$ cat config.mk
export PLATFORM = sky130hd
export DESIGN_NAME = dmem_lsu
export DESIGN_NICKNAME = d
export VERILOG_FILES = /design/src/rtl/dmem_lsu.sv
export SDC_FILE = /design/constraint.sdc
export NUM_CORES = 1
export LEC_CHECK = 0
export ABC_AREA = 1
export CELL_PAD_IN_SITES_DETAIL_PLACEMENT = 1
export CELL_PAD_IN_SITES_GLOBAL_PLACEMENT = 1
export CORE_MARGIN = 3
export CORE_UTILIZATION = 35
export CTS_CLUSTER_DIAMETER = 40
export DETAILED_ROUTE_END_ITERATION = 10
export PLACE_DENSITY = 0.92
export SLEW_MARGIN = 20
export SYNTH_ARGS = -nofsm -noshare
export SYNTH_HDL_FRONTEND = slang
export SYNTH_SLANG_ARGS = --single-unit
$ cat constraint.sdc
create_clock -name clk -period 4.2 [get_ports clk]
set_clock_uncertainty 0.05 [all_clocks]
set_input_delay 0.84 -clock clk [delete_from_list [all_inputs] [get_ports clk]]
set_output_delay 0.84 -clock clk [all_outputs]
set_load 0.01 [all_outputs]
$ cat src/rtl/dmem_lsu.sv
// Load/store initiator for a word-wide data RAM. It handles byte/half load extraction and read-modify-write for sub-word stores.
// The optional LSU_STATS_EN macro adds saturating ld_cnt/st_cnt/err_cnt outputs.
module dmem_lsu #(
  parameter int unsigned RD_LATENCY = 2,
  parameter int unsigned AW         = 32
) (
  input  logic          clk,
  input  logic          rst,
  input  logic          req,
  output logic          ready,
  input  logic          op_st,
  input  logic [1:0]    size,
  input  logic          sext,
  input  logic [AW-1:0] addr,
  input  logic [31:0]   wdata,
  output logic [31:0]   rdata,
  output logic          done,
  output logic          err,
  output logic [31:0]   mem_addr,
  output logic [31:0]   mem_wdata,
  output logic          mem_we,
  input  logic [31:0]   mem_rdata
`ifdef LSU_STATS_EN
  ,
  output logic [15:0]   ld_cnt,
  output logic [15:0]   st_cnt,
  output logic [15:0]   err_cnt
`endif
);

  localparam int unsigned CNT_W = 2;
  localparam logic [CNT_W-1:0] LAST_CNT = CNT_W'(RD_LATENCY - 1);

  typedef enum logic [1:0] {IDLE, RD_WAIT, WR, DONE} state_t;

  state_t           state_q, state_d;
  logic             op_st_q, op_st_d;
  logic [1:0]       size_q, size_d;
  logic             sext_q, sext_d;
  logic [1:0]       off_q, off_d;
  logic [15:0]      wdata_q, wdata_d;
  logic [CNT_W-1:0] wait_cnt_q, wait_cnt_d;
  logic [31:0]      rdata_d, mem_addr_d, mem_wdata_d;
  logic             err_d;

  logic [31:0] addr_w;
  logic        misaligned;
  logic [7:0]  ld_byte;
  logic [15:0] ld_half;
  logic [31:0] ld_ext, st_merge;

  assign addr_w     = 32'(addr);
  assign misaligned = (size == 2'b11) ||
                      ((size == 2'b01) && addr_w[0]) ||
                      ((size == 2'b10) && (addr_w[1:0] != 2'b00));

  // Lane extraction for loads and lane merge for sub-word stores
  always_comb begin
    ld_byte  = mem_rdata[{off_q, 3'b000} +: 8];
    ld_half  = mem_rdata[{off_q[1], 4'b0000} +: 16];
    st_merge = mem_rdata;
    case (size_q)
      2'b00:   ld_ext = {{24{sext_q & ld_byte[7]}}, ld_byte};
      2'b01:   ld_ext = {{16{sext_q & ld_half[15]}}, ld_half};
      default: ld_ext = mem_rdata;
    endcase
    if (size_q == 2'b00) st_merge[{off_q, 3'b000} +: 8] = wdata_q[7:0];
    else                 st_merge[{off_q[1], 4'b0000} +: 16] = wdata_q;
  end

  // Next-state and next-output logic
  always_comb begin
    state_d     = state_q;
    op_st_d     = op_st_q;
    size_d      = size_q;
    sext_d      = sext_q;
    off_d       = off_q;
    wdata_d     = wdata_q;
    wait_cnt_d  = wait_cnt_q;
    rdata_d     = rdata;
    mem_addr_d  = mem_addr;
    mem_wdata_d = mem_wdata;
    err_d       = 1'b0;
    case (state_q)
      IDLE: begin
        if (req) begin
          op_st_d    = op_st;
          size_d     = size;
          sext_d     = sext;
          off_d      = addr_w[1:0];
          wdata_d    = wdata[15:0];
          wait_cnt_d = '0;
          mem_addr_d = {addr_w[31:2], 2'b00};
          if (misaligned) begin
            state_d = DONE;
            err_d   = 1'b1;
          end else if (op_st && (size == 2'b10)) begin
            state_d     = WR;
            mem_wdata_d = wdata;
          end else begin
            state_d = RD_WAIT;
          end
        end
      end
      RD_WAIT: begin
        if (wait_cnt_q == LAST_CNT) begin
          if (op_st_q) begin
            mem_wdata_d = st_merge;
            state_d     = WR;
          end else begin
            rdata_d = ld_ext;
            state_d = DONE;
          end
        end else begin
          wait_cnt_d = wait_cnt_q + CNT_W'(1);
        end
      end
      WR:      state_d = DONE;
      DONE:    state_d = IDLE;
      default: state_d = IDLE;
    endcase
  end

  // State and registered outputs
  always_ff @(posedge clk) begin
    if (rst) begin
      state_q    <= IDLE;
      ready      <= 1'b1;
      done       <= 1'b0;
      err        <= 1'b0;
      mem_we     <= 1'b0;
      rdata      <= '0;
      mem_addr   <= '0;
      mem_wdata  <= '0;
      wait_cnt_q <= '0;
      op_st_q    <= 1'b0;
      size_q     <= '0;
      sext_q     <= 1'b0;
      off_q      <= '0;
      wdata_q    <= '0;
    end else begin
      state_q    <= state_d;
      ready      <= (state_d == IDLE);
      done       <= (state_d == DONE);
      err        <= err_d;
      mem_we     <= (state_d == WR);
      rdata      <= rdata_d;
      mem_addr   <= mem_addr_d;
      mem_wdata  <= mem_wdata_d;
      wait_cnt_q <= wait_cnt_d;
      op_st_q    <= op_st_d;
      size_q     <= size_d;
      sext_q     <= sext_d;
      off_q      <= off_d;
      wdata_q    <= wdata_d;
    end
  end

`ifdef LSU_STATS_EN
  // Saturating completion counters, bumped at the end of the done cycle
  always_ff @(posedge clk) begin
    if (rst) begin
      ld_cnt  <= '0;
      st_cnt  <= '0;
      err_cnt <= '0;
    end else if (done) begin
      if (err) begin
        if (err_cnt != 16'hFFFF) err_cnt <= err_cnt + 16'd1;
      end else if (op_st_q) begin
        if (st_cnt != 16'hFFFF) st_cnt <= st_cnt + 16'd1;
      end else begin
        if (ld_cnt != 16'hFFFF) ld_cnt <= ld_cnt + 16'd1;
      end
    end
  end
`endif

endmodule

==> out/qor.yml, run 1 <==
grt_pass1_vias: 7556
finalWeightedCongestion: 0.8878
vias_per_cell: 5.233
ant_nets: 0
vdd_ir_drop_max_mv: 0.3339
post-route-period-util: 0.6536
wl_per_cell_um: 17.60
dieHeight_um: 143.5
cts.sinks: 124
cp-end-kind: "flip-flop"
cts_buffer_depth: 2
pin_count: 203
wl_um: 25350
intPower_w: 0.002659
final.min_clock_period_ps: 2745
io_buffers: 200
slew_violations: 0
cts_setup_buffers: 0
overflow: 0
relSlewSlack: 0.4963
hold_ws_ps: 417.3
power.share.switching: 0.3328
slowest_delay_ps: 600
critPathKind: "reg2reg"
core_area_sq_mm: 0.01827
crit_buf_inv: 2
drive_gt1_frac: 0.05950
clk_latency_ps: 430
drt_iter0_markers: 440
hold_violations: 0
worst_pin_slew_ps: 754.4
yosys.cell_types.count: 30
cp_cell_sequence: "nand2_4, inv_4, nand3_4, inv_2, nand3_1, nor2_1, nor2_1"
synth_compound_area_frac: 0.1757
drv_cap: 0
holdCritPathClass: "reg2reg"
synthXorXnorAreaFrac: 0
dr_total_vias: 7536
nets: 1306
synthSimpleGateAreaFrac: 0.3465
grt_pass1_wl_um: 39360
dieArea_sq_mm: 0.02059
dr.pass1.iters: 5
ys_seq_elements: 124
cp_common_cell: "nor2_1"
status: "finished, final reports clean"
finalSetupTns_ps: 0
comb_power_share: 0.281
clk_pin_slew_ps: 60
synthCells: 1036
cts-root-buf: "clkbuf_16"
rsz0062_at_grt: "no"
numCtsBuffers: 17
cts_hold_buf: 0
max_freq_mhz: 364.3
path_delay_family: "simple AND/OR/NAND/NOR gates"
drc: 0
crit_required_ps: 4460
cts_resized: 0
syn_area_sq_mm: 0.006615
pwr-share-clk: 0.377
dp_hpwl_um: 17770
yosysSeqAreaShare: 0.3753
syn_avg_cell_area_sq_um: 6.385
syn2layout_area_growth_pct: 39.15
synth_fa_ha_area_frac: 0.01135
p_leak_nw: 3.949
floorplan.die.width_um: 143.5
start_kind: "flip-flop"
power_density_mw_per_mm2: 432.9
critPathArrivalTime_ps: 3010
path_max_fanout: 41
cts_tree: "done"
p_sw_w: 0.001326
grtUsageTotal: 0.2436
synth_top_family_by_area: "simple AND/OR/NAND/NOR gates"
yosysWarnings: 0
htree_levels: 4
setup_viol: 0
antenna_found_initial: 0
initial_core_util: 0.3621
muxShareOfSynthArea: 0
critPathSlowestCell: "inv_2"
num_rows: 49
seq_power_share: 0.341
grt_start_max_net_pins: 75
==> path summary, 6_finish.rpt <==
kind / start / to / slack, ps / cells after the start
worst max-delay path: state_q[0]$_SDFF_PP0_ / rdata[7]$_SDFFE_PP0P_ / 1450 / 7
worst min-delay path: wait_cnt_q[0]$_SDFFE_PP0P_ / wait_cnt_q[0]$_SDFFE_PP0P_ / 420 / 1
worst max register to register: state_q[0]$_SDFF_PP0_ / rdata[7]$_SDFFE_PP0P_ / 1450 / 7
worst min register to register: wait_cnt_q[0]$_SDFFE_PP0P_ / wait_cnt_q[0]$_SDFFE_PP0P_ / 420 / 1
==> cell usage after synthesis, drive strengths merged <==
library cell | number | area [sq um]
nand4 | 8 | 50.05
nor3 | 2 | 15.01
o211ai | 8 | 60.06
nor2 | 184 | 719.4
ha | 6 | 75.07
a21oi | 91 | 493.0
a31oi | 7 | 43.79
conb | 1 | 3.750
clkinv | 1 | 3.750
buf | 39 | 259.0
clkbuf | 26 | 97.59
o21ai | 113 | 565.5
inv | 63 | 239.0
dfxtp | 124 | 2482
nand3 | 70 | 385.4
nand2 | 293 | 1122
==> registers in the layout, summed over array words and instances (netlist names) <==
name        cells
done            1
err             1
mem_addr       30
mem_wdata      32
mem_we          1
off_q           2
op_st_q         1
rdata          32
ready           1
sext_q          1
size_q          2
state_q         2
wait_cnt_q      2
wdata_q        16
==> cells by family after synthesis <==
group | after synthesis
DFF | 124
AOI/OAI and AO/OA | 219
buffers and inverters | 129
adders and majority gates | 6
other | 1
and+or+nand+nor | 557
==> final cells by class <==
class	instances	area [sq um]
timing repair buffer	206	2059
fill	2376	9065
tap	229	286.5
inverter	64	242.7
clock buffer	21	450.4
sequential	124	2482
multi-input combinational	784	3537
clock inverter	11	143.9
antenna	1	2.502
==> cells in the final DEF, fill, tap and decap left out <==
master / instances
nand2_2: 3
inv_4: 1
buf_4: 5
buf_12: 1
a21oi_1: 81
clkinv_2: 3
nor2_1: 180
inv_1: 50
dfxtp_1: 124
o211ai_1: 8
a31oi_1: 7
nand3_1: 66
diode_2: 1
a21oi_2: 10
nor3_2: 1
inv_2: 12
clkbuf_8: 1
o21ai_0: 113
nand3_4: 2
nand2_1: 288
clkbuf_16: 17
nand4_1: 8
ha_1: 6
clkinv_4: 1
clkinv_1: 1
clkbuf_1: 3
nor2_4: 1
conb_1: 2
clkdlybuf4s50_1: 200
nand3_2: 2
clkinvlp_4: 4
nand2_4: 2
nor2_2: 2
nor3_1: 1
nor2_8: 1
bufinv_16: 3
==> stage by stage <==
step | worst slack, ps | instances | util | power (W) | cell area, sq um
after floorplan | 2266 | 1037 | - | 0.002065 | 6619
after global placement | 1199 | 1407 | 0.4712 | 0.002458 | 8608
after detailed placement | 1111 | 1407 | 0.4712 | 0.002494 | 8608
after CTS | 1480 | 1439 | 0.5037 | 0.004018 | 9203
after global routing | 1278 | 1439 | 0.5037 | 0.004217 | 9203
final | 1455 | 1440 | 0.5038 | 0.003985 | 9205
==> power by group through the flow <==
stage,Sequential [W],Combinational (W),Clock (W)
global placement,0.00138,0.00108,0
floorplan,0.00140,0.000663,0
detailed placement,0.00138,0.00111,0
global route,0.00137,0.00125,0.00159
CTS,0.00136,0.00113,0.00153
finish,0.00136,0.00112,0.00150
==> routing by layer <==
| metal | routed length, um | GRT usage | vias up |
|---|---|---|---|
| met5 | 0 | 0 | - |
| met4 | 933 | 0.1060 | 0 |
| met3 | 1735 | 0.07787 | 65 |
| met2 | 12310 | 0.4100 | 231 |
| met1 | 10380 | 0.2849 | 3581 |
| li1 | - | - | 3659 |
No activity file was read; power rests on OpenSTA's default activity.
==> inputs of run 2 (changes only) <==
--- a/config.mk
+++ b/config.mk
@@ -9,10 +9,10 @@
 export CELL_PAD_IN_SITES_DETAIL_PLACEMENT = 1
 export CELL_PAD_IN_SITES_GLOBAL_PLACEMENT = 1
 export CORE_MARGIN = 3
-export CORE_UTILIZATION = 35
+export CORE_UTILIZATION = 29
 export CTS_CLUSTER_DIAMETER = 40
 export DETAILED_ROUTE_END_ITERATION = 10
-export PLACE_DENSITY = 0.92
+export PLACE_DENSITY = 0.82
 export SLEW_MARGIN = 20
 export SYNTH_ARGS = -nofsm -noshare
 export SYNTH_HDL_FRONTEND = slang
==> constraint.sdc (replaced) <==
create_clock -name clk -period 2.3 [get_ports clk]
set_clock_uncertainty 0.05 [all_clocks]
set_input_delay 0.46 -clock clk [delete_from_list [all_inputs] [get_ports clk]]
set_output_delay 0.46 -clock clk [all_outputs]
set_load 0.01 [all_outputs]
==> run 2 against run 1 <==
Compared with the run above: sequential share of layout area is 0.98 points lower; utilization shrank 7.1 points; global-route usage fell by 3.4 points; register-to-register slack lost 1200 ps; setup slack worse by 1200 ps; design area grew 3.8%; sequential cell count did not move; via count down 0.23%; total power is 89% higher; critical path type unchanged; critical endpoint is now mem_wdata[11]$_SDFFE_PP0P_; largest cell class unchanged; largest power group unchanged.
==> out/qor.yml, run 2 (synthesis gave the netlist of run 1 again) <==
grt_pass1_vias: 7611
setup_viol: 0
start_kind: "flip-flop"
slew_violations: 0
overflow: 0
final.min_clock_period_ps: 1999
layout_common_cells: "288 x nand2_1, 200 x clkdlybuf4s50_1, 180 x nor2_1"
p_sw_w: 0.002543
seq_power_share: 0.330
cts_buffer_depth: 2
power.share.switching: 0.3383
cts_resized: 0
dp_hpwl_um: 19110
grt_pass1_wl_um: 40830
cts_hold_buf: 0
final_cells: 1514
antenna_found_initial: 0
crit_required_ps: 2610
pwr-share-clk: 0.384
rsz0062_at_grt: "no"
cts-root-buf: "clkbuf_16"
dieHeight_um: 157.0
nets: 1330
power_density_mw_per_mm2: 786.9
cts_setup_buffers: 0
critPathArrivalTime_ps: 2310
floorplan.die.width_um: 157.0
cts.sinks: 124
finalSetupTns_ps: 0
numCtsBuffers: 17
clk_latency_ps: 430
dr.pass1.iters: 5
core_area_sq_mm: 0.02209
p_leak_nw: 4.114
drive_gt1_frac: 0.08023
ant_nets: 0
path_max_fanout: 8
hp-start: "wait_cnt_q[0]$_SDFFE_PP0P_"
vdd_ir_drop_max_mv: 0.4841
multi_input_area_sq_mm: 0.003537
mostFrequentLayoutCell: "nand2_1"
dpl_worst_slack_ps: 228.8
r2r-start: "off_q[1]$_SDFFE_PP0P_"
initial_core_util: 0.2994
dr_total_vias: 7519
drc: 0
vias_per_cell: 4.966
comb_power_share: 0.287
cts_tree: "done"
hold_violations: 0
fin_ws_ps: 300.7
status: "finished, final reports clean"
hold_ws_ps: 423.6
grtUsageTotal: 0.2101
io_buffers: 200
final.fill_count: 2815
wl_per_cell_um: 17.15
syn2layout_area_growth_pct: 44.41
critPathKind: "reg2reg"
holdCritPathClass: "reg2reg"
seq_area_sq_mm: 0.002482
grt_start_max_net_pins: 52
diodes: 0
htree_levels: 4
drt_iter0_markers: 388
critPathLaunch: "off_q[1]$_SDFFE_PP0P_"
finalWeightedCongestion: 0.8490
top_regs: "mem_wdata: 32 flops, rdata: 32 flops, mem_addr: 30 flops"
max_freq_mhz: 500.2
pin_count: 203
drv_cap: 0
num_rows: 54
clk_pin_slew_ps: 60
cp-end-kind: "flip-flop"
wl_um: 25960
dpl.cell_count: 1482
post-route-period-util: 0.8693
dieArea_sq_mm: 0.02466
intPower_w: 0.004974
==> run 2: stage by stage <==
step | area (sq um) | utilization | power [W]
2_1_floorplan | 6619 | - | 0.003772
3_3_place_gp | 8927 | 0.4041 | 0.004632
3_5_place_dp | 8927 | 0.4041 | 0.004689
4_1_cts | 9553 | 0.4324 | 0.007604
5_1_grt | 9553 | 0.4324 | 0.007967
6_report | 9553 | 0.4324 | 0.007517
==> run 2: worst paths after layout <==
| check | endpoint | slack, ps | cells after the start |
|---|---|---|---|
| min reg2reg | wait_cnt_q[0]$_SDFFE_PP0P_ | 420 | 1 |
| max reg2reg | mem_wdata[11]$_SDFFE_PP0P_ | 300 | 10 |
| max | mem_wdata[11]$_SDFFE_PP0P_ | 300 | 10 |
| min | wait_cnt_q[0]$_SDFFE_PP0P_ | 420 | 1 |
==> run 2: layer usage <==
metal / part of all wire / routed length, um / GRT usage
met3: 0.066 / 1721 / 0.06131
met1: 0.42 / 11020 / 0.2528
met5: 0 / 0 / 0
met2: 0.49 / 12800 / 0.3673
met4: 0.016 / 421 / 0.05496
==> run 2: power by group through the flow <==
| stage | combinational (W) | sequential, W | clock, W |
|---|---|---|---|
| floorplan | 0.00121 | 0.00256 | 0 |
| global placement | 0.00212 | 0.00252 | 0 |
| detailed placement | 0.00216 | 0.00253 | 0 |
| CTS | 0.00218 | 0.00248 | 0.00295 |
| global route | 0.00241 | 0.00250 | 0.00306 |
| finish | 0.00216 | 0.00248 | 0.00288 |
==> run 2: final cells by class <==
cell class | count | area share
inverters | 64 | 0.02541
well taps | 280 | 0.03667
multi-input cells | 784 | 0.3703
flip-flops and latches | 124 | 0.2599
clock inverters | 14 | 0.01952
clock buffers | 18 | 0.04597
repair buffers | 230 | 0.2423
==> run 2: worst max-delay path, cell delays in order, from the launching register on <==
cell and delay [ps]:
dfxtp_1 520, inv_2 130, ha_1 380, nand2_1 90, nor2_2 280, nand2_1 90, nand2_1 70, nand2_1 100
nand2_1 90, nor2_1 40, nor2_1 80
